### config.mk
export PLATFORM = sky130hd
export DESIGN_NAME = wb_write_arbiter_flat
export DESIGN_NICKNAME = d
export VERILOG_FILES = /design/src/rtl/wb_write_arbiter_pkg.sv /design/src/rtl/wb_write_arbiter_if.sv /design/src/rtl/wb_write_arbiter_ret_fifo.sv /design/src/rtl/wb_write_arbiter.sv /design/src/flat_wrapper.sv
export SDC_FILE = /design/constraint.sdc
export NUM_CORES = 1
export LEC_CHECK = 0
export ABC_AREA = 1
export CORE_MARGIN = 10
export CORE_UTILIZATION = 42
export CTS_BUF_LIST = sky130_fd_sc_hd__clkbuf_16
export DETAILED_ROUTE_END_ITERATION = 6
export GPL_TIMING_DRIVEN = 0
export PLACE_DENSITY = 0.66
export SYNTH_ARGS = -nofsm -noshare
export SYNTH_HDL_FRONTEND = slang
export SYNTH_SLANG_ARGS = --single-unit
### constraint.sdc
create_clock -name clk -period 3.5 [get_ports clk]
set_clock_uncertainty 0.1 [all_clocks]
set_input_delay 0.525 -clock clk [delete_from_list [all_inputs] [get_ports clk]]
set_output_delay 0.525 -clock clk [all_outputs]
set_load 0.03 [all_outputs]
### src/rtl/wb_write_arbiter_pkg.sv
// Shared types and widths for the register-file write-port arbiter.
package wb_arb_pkg;

  localparam int DATA_W = 32;
  localparam int ADDR_W = 5;

  typedef struct packed {
    logic [ADDR_W-1:0] rd;
    logic [DATA_W-1:0] data;
  } wb_req_t;

  typedef struct packed {
    wb_req_t req;
    logic    live;
  } wb_ent_t;

  typedef enum logic [1:0] {
    GNT_NONE,
    GNT_PIPE,
    GNT_QUEUE
  } grant_e;

endpackage

### src/rtl/wb_write_arbiter_if.sv
// Bus bundle between the pipeline/memory side and the write arbiter.
interface wb_arb_if #(
  parameter int DEPTH = 4
);
  import wb_arb_pkg::*;

  logic                       pipe_we_i;
  logic [ADDR_W-1:0]          pipe_rd_i;
  logic [DATA_W-1:0]          pipe_data_i;
  logic                       ld_valid_i;
  logic [ADDR_W-1:0]          ld_rd_i;
  logic [DATA_W-1:0]          ld_data_i;
  logic                       ld_ready_o;
  logic                       stall_o;
  logic                       rf_we_o;
  logic [ADDR_W-1:0]          rf_waddr_o;
  logic [DATA_W-1:0]          rf_wdata_o;
  logic [$clog2(DEPTH):0]     q_count_o;
  logic [(2**ADDR_W)-1:0]     busy_o;

  modport slave (
    input  pipe_we_i, pipe_rd_i, pipe_data_i, ld_valid_i, ld_rd_i, ld_data_i,
    output ld_ready_o, stall_o, rf_we_o, rf_waddr_o, rf_wdata_o, q_count_o, busy_o
  );

  modport master (
    output pipe_we_i, pipe_rd_i, pipe_data_i, ld_valid_i, ld_rd_i, ld_data_i,
    input  ld_ready_o, stall_o, rf_we_o, rf_waddr_o, rf_wdata_o, q_count_o, busy_o
  );

endinterface

### src/rtl/wb_write_arbiter_ret_fifo.sv
// Late-load return queue; entries stay visible so the parent can track and kill them.
module wb_ret_fifo
  import wb_arb_pkg::*;
#(
  parameter int DEPTH = 4,
  localparam int PW = $clog2(DEPTH),
  localparam int CW = PW + 1
) (
  input  logic                      clk,
  input  logic                      rst_n,
  input  logic                      push_i,
  input  wb_ent_t                   push_ent_i,
  input  logic                      pop_i,
  input  logic [DEPTH-1:0]          kill_i,
  output logic [CW-1:0]             count_o,
  output wb_ent_t                   head_o,
  output wb_ent_t [DEPTH-1:0]       ents_o,
  output logic [DEPTH-1:0]          valid_o
);

  wb_ent_t [DEPTH-1:0] ents_q, ents_d;
  logic [DEPTH-1:0]    valid_q, valid_d;
  logic [PW-1:0]       wr_ptr_q, wr_ptr_d;
  logic [PW-1:0]       rd_ptr_q, rd_ptr_d;
  logic [CW-1:0]       count_q, count_d;

  always_comb begin
    ents_d   = ents_q;
    valid_d  = valid_q;
    wr_ptr_d = wr_ptr_q;
    rd_ptr_d = rd_ptr_q;
    count_d  = count_q + CW'(push_i) - CW'(pop_i);
    for (int i = 0; i < DEPTH; i++) begin
      if (kill_i[i]) ents_d[i].live = 1'b0;
    end
    // A push only ever lands in a free slot, so it cannot collide with a kill.
    if (push_i) begin
      ents_d[wr_ptr_q]  = push_ent_i;
      valid_d[wr_ptr_q] = 1'b1;
      wr_ptr_d          = wr_ptr_q + PW'(1);
    end
    if (pop_i) begin
      valid_d[rd_ptr_q] = 1'b0;
      rd_ptr_d          = rd_ptr_q + PW'(1);
    end
  end

  always_ff @(posedge clk or negedge rst_n) begin
    if (!rst_n) begin
      ents_q   <= '0;
      valid_q  <= '0;
      wr_ptr_q <= '0;
      rd_ptr_q <= '0;
      count_q  <= '0;
    end else begin
      ents_q   <= ents_d;
      valid_q  <= valid_d;
      wr_ptr_q <= wr_ptr_d;
      rd_ptr_q <= rd_ptr_d;
      count_q  <= count_d;
    end
  end

  assign count_o = count_q;
  assign head_o  = ents_q[rd_ptr_q];
  assign ents_o  = ents_q;
  assign valid_o = valid_q;

endmodule

### src/rtl/wb_write_arbiter.sv
// Arbitrates the RF write port between MEM/WB writeback and queued late load returns.
// WB_SCOREBOARD_EN enables the busy mask and WAW kill of queued loads by pipe writes.
module wb_write_arbiter
  import wb_arb_pkg::*;
#(
  parameter int DEPTH      = 4,
  parameter int STARVE_MAX = 8
) (
  input  logic        clk,
  input  logic        rst_n,
  wb_arb_if.slave     bus
);

  localparam int CW = $clog2(DEPTH) + 1;
  localparam int SW = $clog2(STARVE_MAX + 1);

  logic [CW-1:0]      count;
  wb_ent_t            head;
  wb_ent_t            push_ent;
  logic [DEPTH-1:0]   kill;
  logic               full, empty, stall, ld_acc, push, pop;
  grant_e             gnt;
  logic [SW-1:0]      starve_q, starve_d;
  logic               rf_we_q, rf_we_d;
  logic [ADDR_W-1:0]  rf_waddr_q, rf_waddr_d;
  logic [DATA_W-1:0]  rf_wdata_q, rf_wdata_d;
  logic               live_in;
  logic [(2**ADDR_W)-1:0] busy;

  assign full   = (count == CW'(DEPTH));
  assign empty  = (count == '0);
  assign stall  = full | ((starve_q == SW'(STARVE_MAX)) & ~empty);
  assign ld_acc = bus.ld_valid_i & ~full;
  assign push   = ld_acc & (bus.ld_rd_i != '0);
  assign pop    = (gnt == GNT_QUEUE);

  always_comb begin
    gnt = GNT_NONE;
    if (stall)                                       gnt = GNT_QUEUE;
    else if (bus.pipe_we_i && bus.pipe_rd_i != '0)   gnt = GNT_PIPE;
    else if (!empty)                                 gnt = GNT_QUEUE;
  end

`ifdef WB_SCOREBOARD_EN
  wb_ent_t [DEPTH-1:0] ents;
  logic [DEPTH-1:0]    valid;

  assign live_in = ~((gnt == GNT_PIPE) && (bus.ld_rd_i == bus.pipe_rd_i));

  always_comb begin
    kill = '0;
    busy = '0;
    for (int i = 0; i < DEPTH; i++) begin
      kill[i] = (gnt == GNT_PIPE) && valid[i] && (ents[i].req.rd == bus.pipe_rd_i);
      if (valid[i] && ents[i].live) busy[ents[i].req.rd] = 1'b1;
    end
    if (push && live_in) busy[bus.ld_rd_i] = 1'b1;
  end
`else
  assign live_in = 1'b1;
  assign kill    = '0;
  assign busy    = '0;
`endif

  assign push_ent = '{req: '{rd: bus.ld_rd_i, data: bus.ld_data_i}, live: live_in};

  wb_ret_fifo #(.DEPTH(DEPTH)) u_fifo (
    .clk        (clk),
    .rst_n      (rst_n),
    .push_i     (push),
    .push_ent_i (push_ent),
    .pop_i      (pop),
    .kill_i     (kill),
    .count_o    (count),
    .head_o     (head),
`ifdef WB_SCOREBOARD_EN
    .ents_o     (ents),
    .valid_o    (valid)
`else
    .ents_o     (),
    .valid_o    ()
`endif
  );

  always_comb begin
    rf_we_d    = 1'b0;
    rf_waddr_d = '0;
    rf_wdata_d = '0;
    starve_d   = starve_q;
    case (gnt)
      GNT_PIPE: begin
        rf_we_d    = 1'b1;
        rf_waddr_d = bus.pipe_rd_i;
        rf_wdata_d = bus.pipe_data_i;
      end
      GNT_QUEUE: begin
        // Killed entries still pop to free the slot, but never reach the RF.
        if (head.live) begin
          rf_we_d    = 1'b1;
          rf_waddr_d = head.req.rd;
          rf_wdata_d = head.req.data;
        end
      end
      default: ;
    endcase
    if (pop || empty)                        starve_d = '0;
    else if (starve_q != SW'(STARVE_MAX))    starve_d = starve_q + SW'(1);
  end

  always_ff @(posedge clk or negedge rst_n) begin
    if (!rst_n) begin
      starve_q   <= '0;
      rf_we_q    <= 1'b0;
      rf_waddr_q <= '0;
      rf_wdata_q <= '0;
    end else begin
      starve_q   <= starve_d;
      rf_we_q    <= rf_we_d;
      rf_waddr_q <= rf_waddr_d;
      rf_wdata_q <= rf_wdata_d;
    end
  end

  assign bus.ld_ready_o = ~full;
  assign bus.stall_o    = stall;
  assign bus.rf_we_o    = rf_we_q;
  assign bus.rf_waddr_o = rf_waddr_q;
  assign bus.rf_wdata_o = rf_wdata_q;
  assign bus.q_count_o  = count;
  assign bus.busy_o     = busy;

endmodule

### src/flat_wrapper.sv
// flat-port wrapper written by rule: the top's interface ports become plain ports
module wb_write_arbiter_flat import wb_arb_pkg::*;
#(
  parameter int DEPTH      = 4,
  parameter int STARVE_MAX = 8
)
  (clk, rst_n, bus_pipe_we_i, bus_pipe_rd_i, bus_pipe_data_i, bus_ld_valid_i, bus_ld_rd_i, bus_ld_data_i, bus_ld_ready_o, bus_stall_o, bus_rf_we_o, bus_rf_waddr_o, bus_rf_wdata_o, bus_q_count_o, bus_busy_o);
  wb_arb_if #(.DEPTH(DEPTH)) bus_i ();
  input  logic clk;
  input  logic rst_n;
  input wire logic [$bits(bus_i.pipe_we_i)-1:0] bus_pipe_we_i;
  input wire logic [$bits(bus_i.pipe_rd_i)-1:0] bus_pipe_rd_i;
  input wire logic [$bits(bus_i.pipe_data_i)-1:0] bus_pipe_data_i;
  input wire logic [$bits(bus_i.ld_valid_i)-1:0] bus_ld_valid_i;
  input wire logic [$bits(bus_i.ld_rd_i)-1:0] bus_ld_rd_i;
  input wire logic [$bits(bus_i.ld_data_i)-1:0] bus_ld_data_i;
  output wire logic [$bits(bus_i.ld_ready_o)-1:0] bus_ld_ready_o;
  output wire logic [$bits(bus_i.stall_o)-1:0] bus_stall_o;
  output wire logic [$bits(bus_i.rf_we_o)-1:0] bus_rf_we_o;
  output wire logic [$bits(bus_i.rf_waddr_o)-1:0] bus_rf_waddr_o;
  output wire logic [$bits(bus_i.rf_wdata_o)-1:0] bus_rf_wdata_o;
  output wire logic [$bits(bus_i.q_count_o)-1:0] bus_q_count_o;
  output wire logic [$bits(bus_i.busy_o)-1:0] bus_busy_o;
  assign bus_i.pipe_we_i = bus_pipe_we_i;
  assign bus_i.pipe_rd_i = bus_pipe_rd_i;
  assign bus_i.pipe_data_i = bus_pipe_data_i;
  assign bus_i.ld_valid_i = bus_ld_valid_i;
  assign bus_i.ld_rd_i = bus_ld_rd_i;
  assign bus_i.ld_data_i = bus_ld_data_i;
  assign bus_ld_ready_o = bus_i.ld_ready_o;
  assign bus_stall_o = bus_i.stall_o;
  assign bus_rf_we_o = bus_i.rf_we_o;
  assign bus_rf_waddr_o = bus_i.rf_waddr_o;
  assign bus_rf_wdata_o = bus_i.rf_wdata_o;
  assign bus_q_count_o = bus_i.q_count_o;
  assign bus_busy_o = bus_i.busy_o;
  wb_write_arbiter #(.DEPTH(DEPTH), .STARVE_MAX(STARVE_MAX)) u_core (.clk(clk), .rst_n(rst_n), .bus(bus_i));
endmodule
## Word level (Yosys, flattened, before mapping)

Index checks and enable logic that the tools add are counted.

- Logic and storage cells: 61
- Output and inout bits: 75
- Register bits after elaboration: 201
- Input port bits: 78

- Bitwise logic cells: 6
- Multiplexer cells: 16
- Reduce and logical (&&, ||, !) cells: 7
- Magnitude comparators: 3
- Add/sub/neg operators: 5
- Equal/unequal tests: 5

Operators with widths:

| cell | number |
|---|---|
| bitwise mux 152 bit | 1 |
| binary-select mux 38 bit (select 2 bit) | 1 |
| demux 38 bit (select 2 bit) | 1 |
| 2-to-1 mux 38 bit | 2 |
| case mux 32 bit (2 select lines) | 1 |
| 2-to-1 mux 32 bit | 1 |
| case mux 5 bit (2 select lines) | 1 |
| nonzero test 5 bit | 2 |
| 2-to-1 mux 4 bit | 2 |
| less-than comparator 2 x 3 -> 1 bit (second input constant) | 2 |
| 2-to-1 mux 2 bit | 3 |
| 2-to-1 mux 5 bit | 1 |
| adder 2 x 1 -> 2 bit (second input constant) | 2 |
| adder 4 x 1 -> 4 bit (second input constant) | 1 |
| equality test 4 bit (second input constant) | 1 |
| != test 4 bit (second input constant) | 1 |
| adder 3 x 1 -> 3 bit | 1 |
| AND 1 bit | 3 |
| equality test 3 bit (second input constant) | 1 |
| zero test 3 bit | 1 |
| subtractor 3 x 1 -> 3 bit | 1 |
| equality test 2 x 1 -> 1 bit (second input constant) | 1 |
| equality test 2 bit (second input constant) | 1 |
| greater-or-equal comparator 2 x 1 -> 1 bit (second input constant) | 1 |
| other kinds (7) | 9 |

## Longest topological paths before layout

- Depth in word-level cells: 8
- Gate-level depth with buffers: 15
- Depth with buffers taken out: 15

## Modules after synthesis

From an unflattened synthesis, not the netlist that was laid out.

- Cell total of the unflattened synthesis: 1294
- Area total of the unflattened synthesis: 10221.1 sq um

By module, submodules not included:

| module | cells an instance | area each (sq um) | seq. area each (sq um) | times used |
|---|---|---|---|---|
| wb_ret_fifo | 1043 | 7983.9 | 4078.9 | 1 |
| wb_write_arbiter | 251 | 2237.1 | 1051.0 | 1 |

## Worst setup path before layout

No wires, ideal clock.

- Kind: register to register
- Start point: register u_core.starve_q[0]
- End point: register u_core.u_fifo.count_q[2] (netlist: u_core.u_fifo.count_o[2])
- Cell stages (with the launch flop): 16
- Arrival time: 3.044 ns
- Required time: 3.277 ns
- Buffers on the path: 0
- Library setup time: 0.123 ns
- Clock period less this slack: 3.267 ns
- Path slack: 0.233 ns
- Cell sequence: dfrtp_1 inv_1 ha_1 nand2_1 nor2_1 inv_1 o21ai_0 nor2_1 nor2_1 ha_1 ha_1 inv_1 ha_1 inv_1 fa_1 xnor2_1

- Cells in the longest elaborated chain, start to end: 6

RTL lines:

| item | line | RTL |
|---|---|---|
| from (decl) | wb_write_arbiter.sv:23 | `logic [SW-1:0] starve_q, starve_d;` |
| from (signal assigned) | wb_write_arbiter.sv:117 | `starve_q <= starve_d;` |
| equality test 4 bit | wb_write_arbiter.sv:32 | `assign stall = full \| ((starve_q == SW'(STARVE_MAX)) & ~empty);` |
| AND 1 bit | wb_write_arbiter.sv:32 |  |
| OR 1 bit | wb_write_arbiter.sv:32 |  |
| named net bus_stall_o | flat_wrapper.sv:18 | `output wire logic [$bits(bus_i.stall_o)-1:0] bus_stall_o;` |
| 2-to-1 mux 2 bit | wb_write_arbiter.sv:39 | `if (stall) gnt = GNT_QUEUE;` |
| equality test 2 bit | wb_write_arbiter.sv:35 | `assign pop = (gnt == GNT_QUEUE);` |
| subtractor 3 x 1 -> 3 bit | wb_write_arbiter_ret_fifo.sv:32 | `count_d = count_q + CW'(push_i) - CW'(pop_i);` |
| named net u_core.u_fifo.count_d[2] | wb_write_arbiter_ret_fifo.sv:25 | `logic [CW-1:0] count_q, count_d;` |
| to (signal assigned) | wb_write_arbiter_ret_fifo.sv:60 | `count_q <= count_d;` |
| to (decl) | wb_write_arbiter_ret_fifo.sv:25 |  |

The timed path passes the listed nets, and every way through them passes these cells.
A chain may end at the register's enable or synchronous reset.

## Worst setup path after layout

- Start point: register u_core.starve_q[0]
- End point: register u_core.rf_wdata_q[1] (netlist: u_core.bus.rf_wdata_o[1])

- Cells in the longest elaborated chain, start to end: 6

RTL lines:

| item | line | RTL |
|---|---|---|
| equality test 4 bit (*) | wb_write_arbiter.sv:32 |  |
| AND 1 bit (*) | wb_write_arbiter.sv:32 |  |
| OR 1 bit (*) | wb_write_arbiter.sv:32 |  |
| 2-to-1 mux 2 bit (*) | wb_write_arbiter.sv:39 |  |
| equality test 2 bit / equality test 2 x 1 -> 1 bit (equally long branches) | wb_write_arbiter.sv:90 | `case (gnt)` |
| case mux 32 bit (2 select lines) (*) | wb_write_arbiter.sv:90 |  |
| named net u_core.rf_wdata_d[1] | wb_write_arbiter.sv:26 | `logic [DATA_W-1:0] rf_wdata_q, rf_wdata_d;` |
| to (signal assigned) | wb_write_arbiter.sv:120 | `rf_wdata_q <= rf_wdata_d;` |
| to (decl) | wb_write_arbiter.sv:26 |  |

The timed path passes the listed nets; every way through them passes the cells marked *.

==> flow_metrics.py <==
metrics = {
    "placement": {
        "place_ws_ns": -0.347,
        "io_buffers": 120,
        "place.gp.congestion": 0.835,
        "dpl.cell_count": 1676,
        "place_hpwl_mm": 20.9,
    },
    "flow_run": {
        "drv_cap": 0,
    },
    "clock_tree": {
        "cts_setup_buffers": 0,
        "cts_inserted_buffers": 23,
        "worstSkewPairLatency_ns": 0.51,
        "cts_max_level": 1,
        "clockBufferDepth": 3,
        "clkTransAtPathRegs_ns": 0.06,
        "cts_tree": "yes",
        "cts-root-buf": "clkbuf_16",
        "cts.sinks": 201,
    },
    "sta": {
        "maxSlewViolCount": 0,
        "max_freq_mhz": 314,
        "max_slew_margin_pct": 47.5,
        "fin_crit_sh_pct": 91.1,
        "worstMarginPinSlew_ns": 0.787,
        "setup_ws_ns": 0.310,
        "hold_viol": 0,
        "finalSetupViolations": 0,
        "period_needed_ns": 3.19,
        "grt_setup_unrepaired": "false",
    },
    "worst_setup_path": {
        "slowest_stage": "clkbuf_1",
        "crit_chain": "inv_1, ha_1, nand2_1, nor2_1, inv_1, o21ai_0, nor2_1, nor2_1, inv_1, ha_1, clkbuf_2, clkbuf_1, nand2_1, a21oi_1",
        "path_buf_inv": 5,
        "worstSetupPathType": "reg -> reg",
        "critPathTopFamily": "buffers and inverters",
        "setup.worst_path.end_class": "register",
        "cp-startpoint": "u_core.starve_q[0]",
        "crit_fanout": 10,
        "r2r_setup_slack_ns": 0.31,
        "required_ns": 3.79,
        "r2r-start": "u_core.starve_q[0]",
        "cpPeakStageDelay_ns": 0.56,
        "cp.arrival_ns": 3.48,
        "startpoint_type": "register",
    },
    "die": {
        "core_area_um2": 22800,
        "die_y_um": 173,
        "rows": 55,
        "fp.dieW_um": 173,
        "initial_utilization_pct": 43.1,
        "pin_count": 153,
        "dieArea_um2": 30000,
    },
    "drt": {
        "dr.first_iter.drc_count": 845,
        "dr.pass1.iters": 5,
        "routed_via_density": 4.92,
        "drt-total-wl_mm": 30.1,
        "drcViolationCount": 0,
        "routedWlPerCell_um": 17.6,
        "antenna_left": 0,
        "vias": 8410,
    },
    "cells_and_area": {
        "nets": 1477,
        "syn_to_final_growth_pct": 24.4,
        "final_cells": 1711,
        "drive_gt1_share_pct": 11.9,
        "antennaDiodeCount": 0,
    },
    "synthesis": {
        "netlist_top_cells_area": "dfrtp_1 (51%), nand2_1 (15%), inv_1 (6.5%), nand3_1 (5.8%), o21ai_0 (4.8%)",
        "synth_cells": 1210,
        "synth_top_area_share_pct": 51.0,
        "yosysWarnings": 0,
        "yosysSeqAreaShare_pct": 51.0,
        "ys_types": 26,
        "synth.avg_cell_area_um2": 8.15,
        "ys_ff_latch": 201,
        "syn_area_um2": 9860,
        "yosys.area.top_type": "dfrtp_1",
    },
    "pwr": {
        "ir_drop_mv": 0.484,
        "leakagePower_nw": 6.03,
        "pwr_density_cell_nw_per_um2": 937,
    },
    "hold_path": {
        "hp-class": "in -> async",
    },
    "global_route": {
        "grt_max_degree": 101,
        "gr-total-overflow": 0,
        "grt_pass1_wl_mm": 48.1,
        "grtUsageTotal_pct": 19.8,
        "grt_pass1_vias": 8407,
        "antenna_found_initial": 0,
    },
    "run_status": {
        "status": "finished clean",
    },
}
cell type report:
type,instances,area [um^2]
buffer,106,694
clock buffer,23,576
clock inverter,12,47.5
fill,2157,10600
inverter,170,638
multi-input combinational,763,3610
sequential,201,5030
tap,313,392
timing repair buffer,123,1270
worst paths after layout:
path	cells after the start	endpoint
setup / recovery	14	u_core.bus.rf_wdata_o[1]
hold / removal	2	u_core.u_fifo.ents_o[93]
setup reg to reg	14	u_core.bus.rf_wdata_o[1]
hold reg to reg	2	u_core.u_fifo.ents_o[38]
max in group asynchronous	4	u_core.starve_q[1]
min in group clk	2	u_core.u_fifo.ents_o[38]
layer usage:
layer | up-vias | GRT usage [%] | part of all wire, %
met2 | 330 | 31.7 | 46
li1 | 4030 | - | -
met1 | 4001 | 26.3 | 43
met3 | 49 | 5.05 | 8.5
met4 | 0 | 4.89 | 2.2
met5 | - | 0 | 0
cell usage after synthesis (all sizes together):
cell      n
buf      91
conb      1
xnor2     2
dfrtp   201
a21boi    1
fa        1
nor2     16
a21oi    41
a211oi    1
nand2   383
or2       1
ha       10
clkbuf   16
nand3b    1
o21ai   154
nand3   115
nor3      1
inv     170
xor2      4
flip-flops by register name, indices dropped and copies added, names as in the netlist:
name	flops
u_core.u_fifo.wr_ptr_q	2
u_core.u_fifo.ents_o	152
u_core.starve_q	4
u_core.bus.rf_wdata_o	32
u_core.u_fifo.count_o	3
u_core.bus.rf_we_o	1
u_core.bus.rf_waddr_o	5
u_core.u_fifo.rd_ptr_q	2
cells in the final DEF (no fill, tap or decap), types with 4 or more instances in the layout:
| cell type | Yosys | routed |
|---|---|---|
| clkdlybuf4s50_1 | 0 | 119 |
| clkbuf_16 | 0 | 23 |
| nand3_1 | 115 | 115 |
| o21ai_1 | 10 | 10 |
| a21oi_1 | 41 | 41 |
| dfrtp_1 | 201 | 201 |
| buf_4 | 39 | 39 |
| o21ai_2 | 50 | 50 |
| nand2_1 | 382 | 382 |
| ha_1 | 10 | 10 |
| xor2_1 | 4 | 4 |
| inv_1 | 170 | 177 |
| buf_1 | 9 | 9 |
| clkbuf_1 | 16 | 13 |
| buf_2 | 28 | 28 |
| nor2_1 | 14 | 14 |
| buf_6 | 15 | 15 |
| conb_1 | 1 | 32 |
| o21ai_0 | 94 | 94 |
per-stage QoR:
stage               utilization, %  total power [mW]  hold slack (ns)  instance area (um^2)  setup TNS (ns)
global route                  53.7              12.3            0.380                 12300               0
floorplan                        -              7.45            0.129                  9970               0
finish                        53.7              11.5            0.356                 12300               0
global placement              50.6              9.28            0.341                 11600        -1379.45
CTS                           53.7              11.5            0.353                 12300               0
detailed placement            50.9              9.40            0.292                 11600           -1.89
worst reg2reg max path, delay by kind of cell, from the launching register on:
kind	cells	cell delay [ns]
buffers and inverters	5	1.13
flip-flops	1	0.38
adder cells (fa/ha/maj)	2	0.34
AND/OR/NAND/NOR	5	0.68
AO/OA/AOI/OAI	2	0.45
cell families after synthesis:
logic type	Yosys count	share of synthesized area, %
AO/OA/AOI/OAI	197	12.0
XOR/XNOR	6	0.533
adder cells (fa/ha/maj)	11	1.47
buffers and inverters	277	13.5
flip-flops	201	51.0
other	1	0.0380
AND/OR/NAND/NOR	517	21.4
repair_timing:
item,CTS,global route
endpoints found under the setup margin,0,10
resized for setup,0,4
hold buffers,1,0
endpoints found under the hold margin,28,0
where the power goes:
| part | switching (mW) | internal, mW | total (mW) | leakage, nW |
|---|---|---|---|---|
| Clock | 0.908 | 1.17 | 2.08 | 0.333 |
| Sequential | 0.313 | 3.40 | 3.71 | 2.50 |
| Combinational | 3.76 | 1.93 | 5.69 | 3.20 |
| Total | 4.98 | 6.50 | 11.5 | 6.03 |
Power figures use the tool's default switching activity.
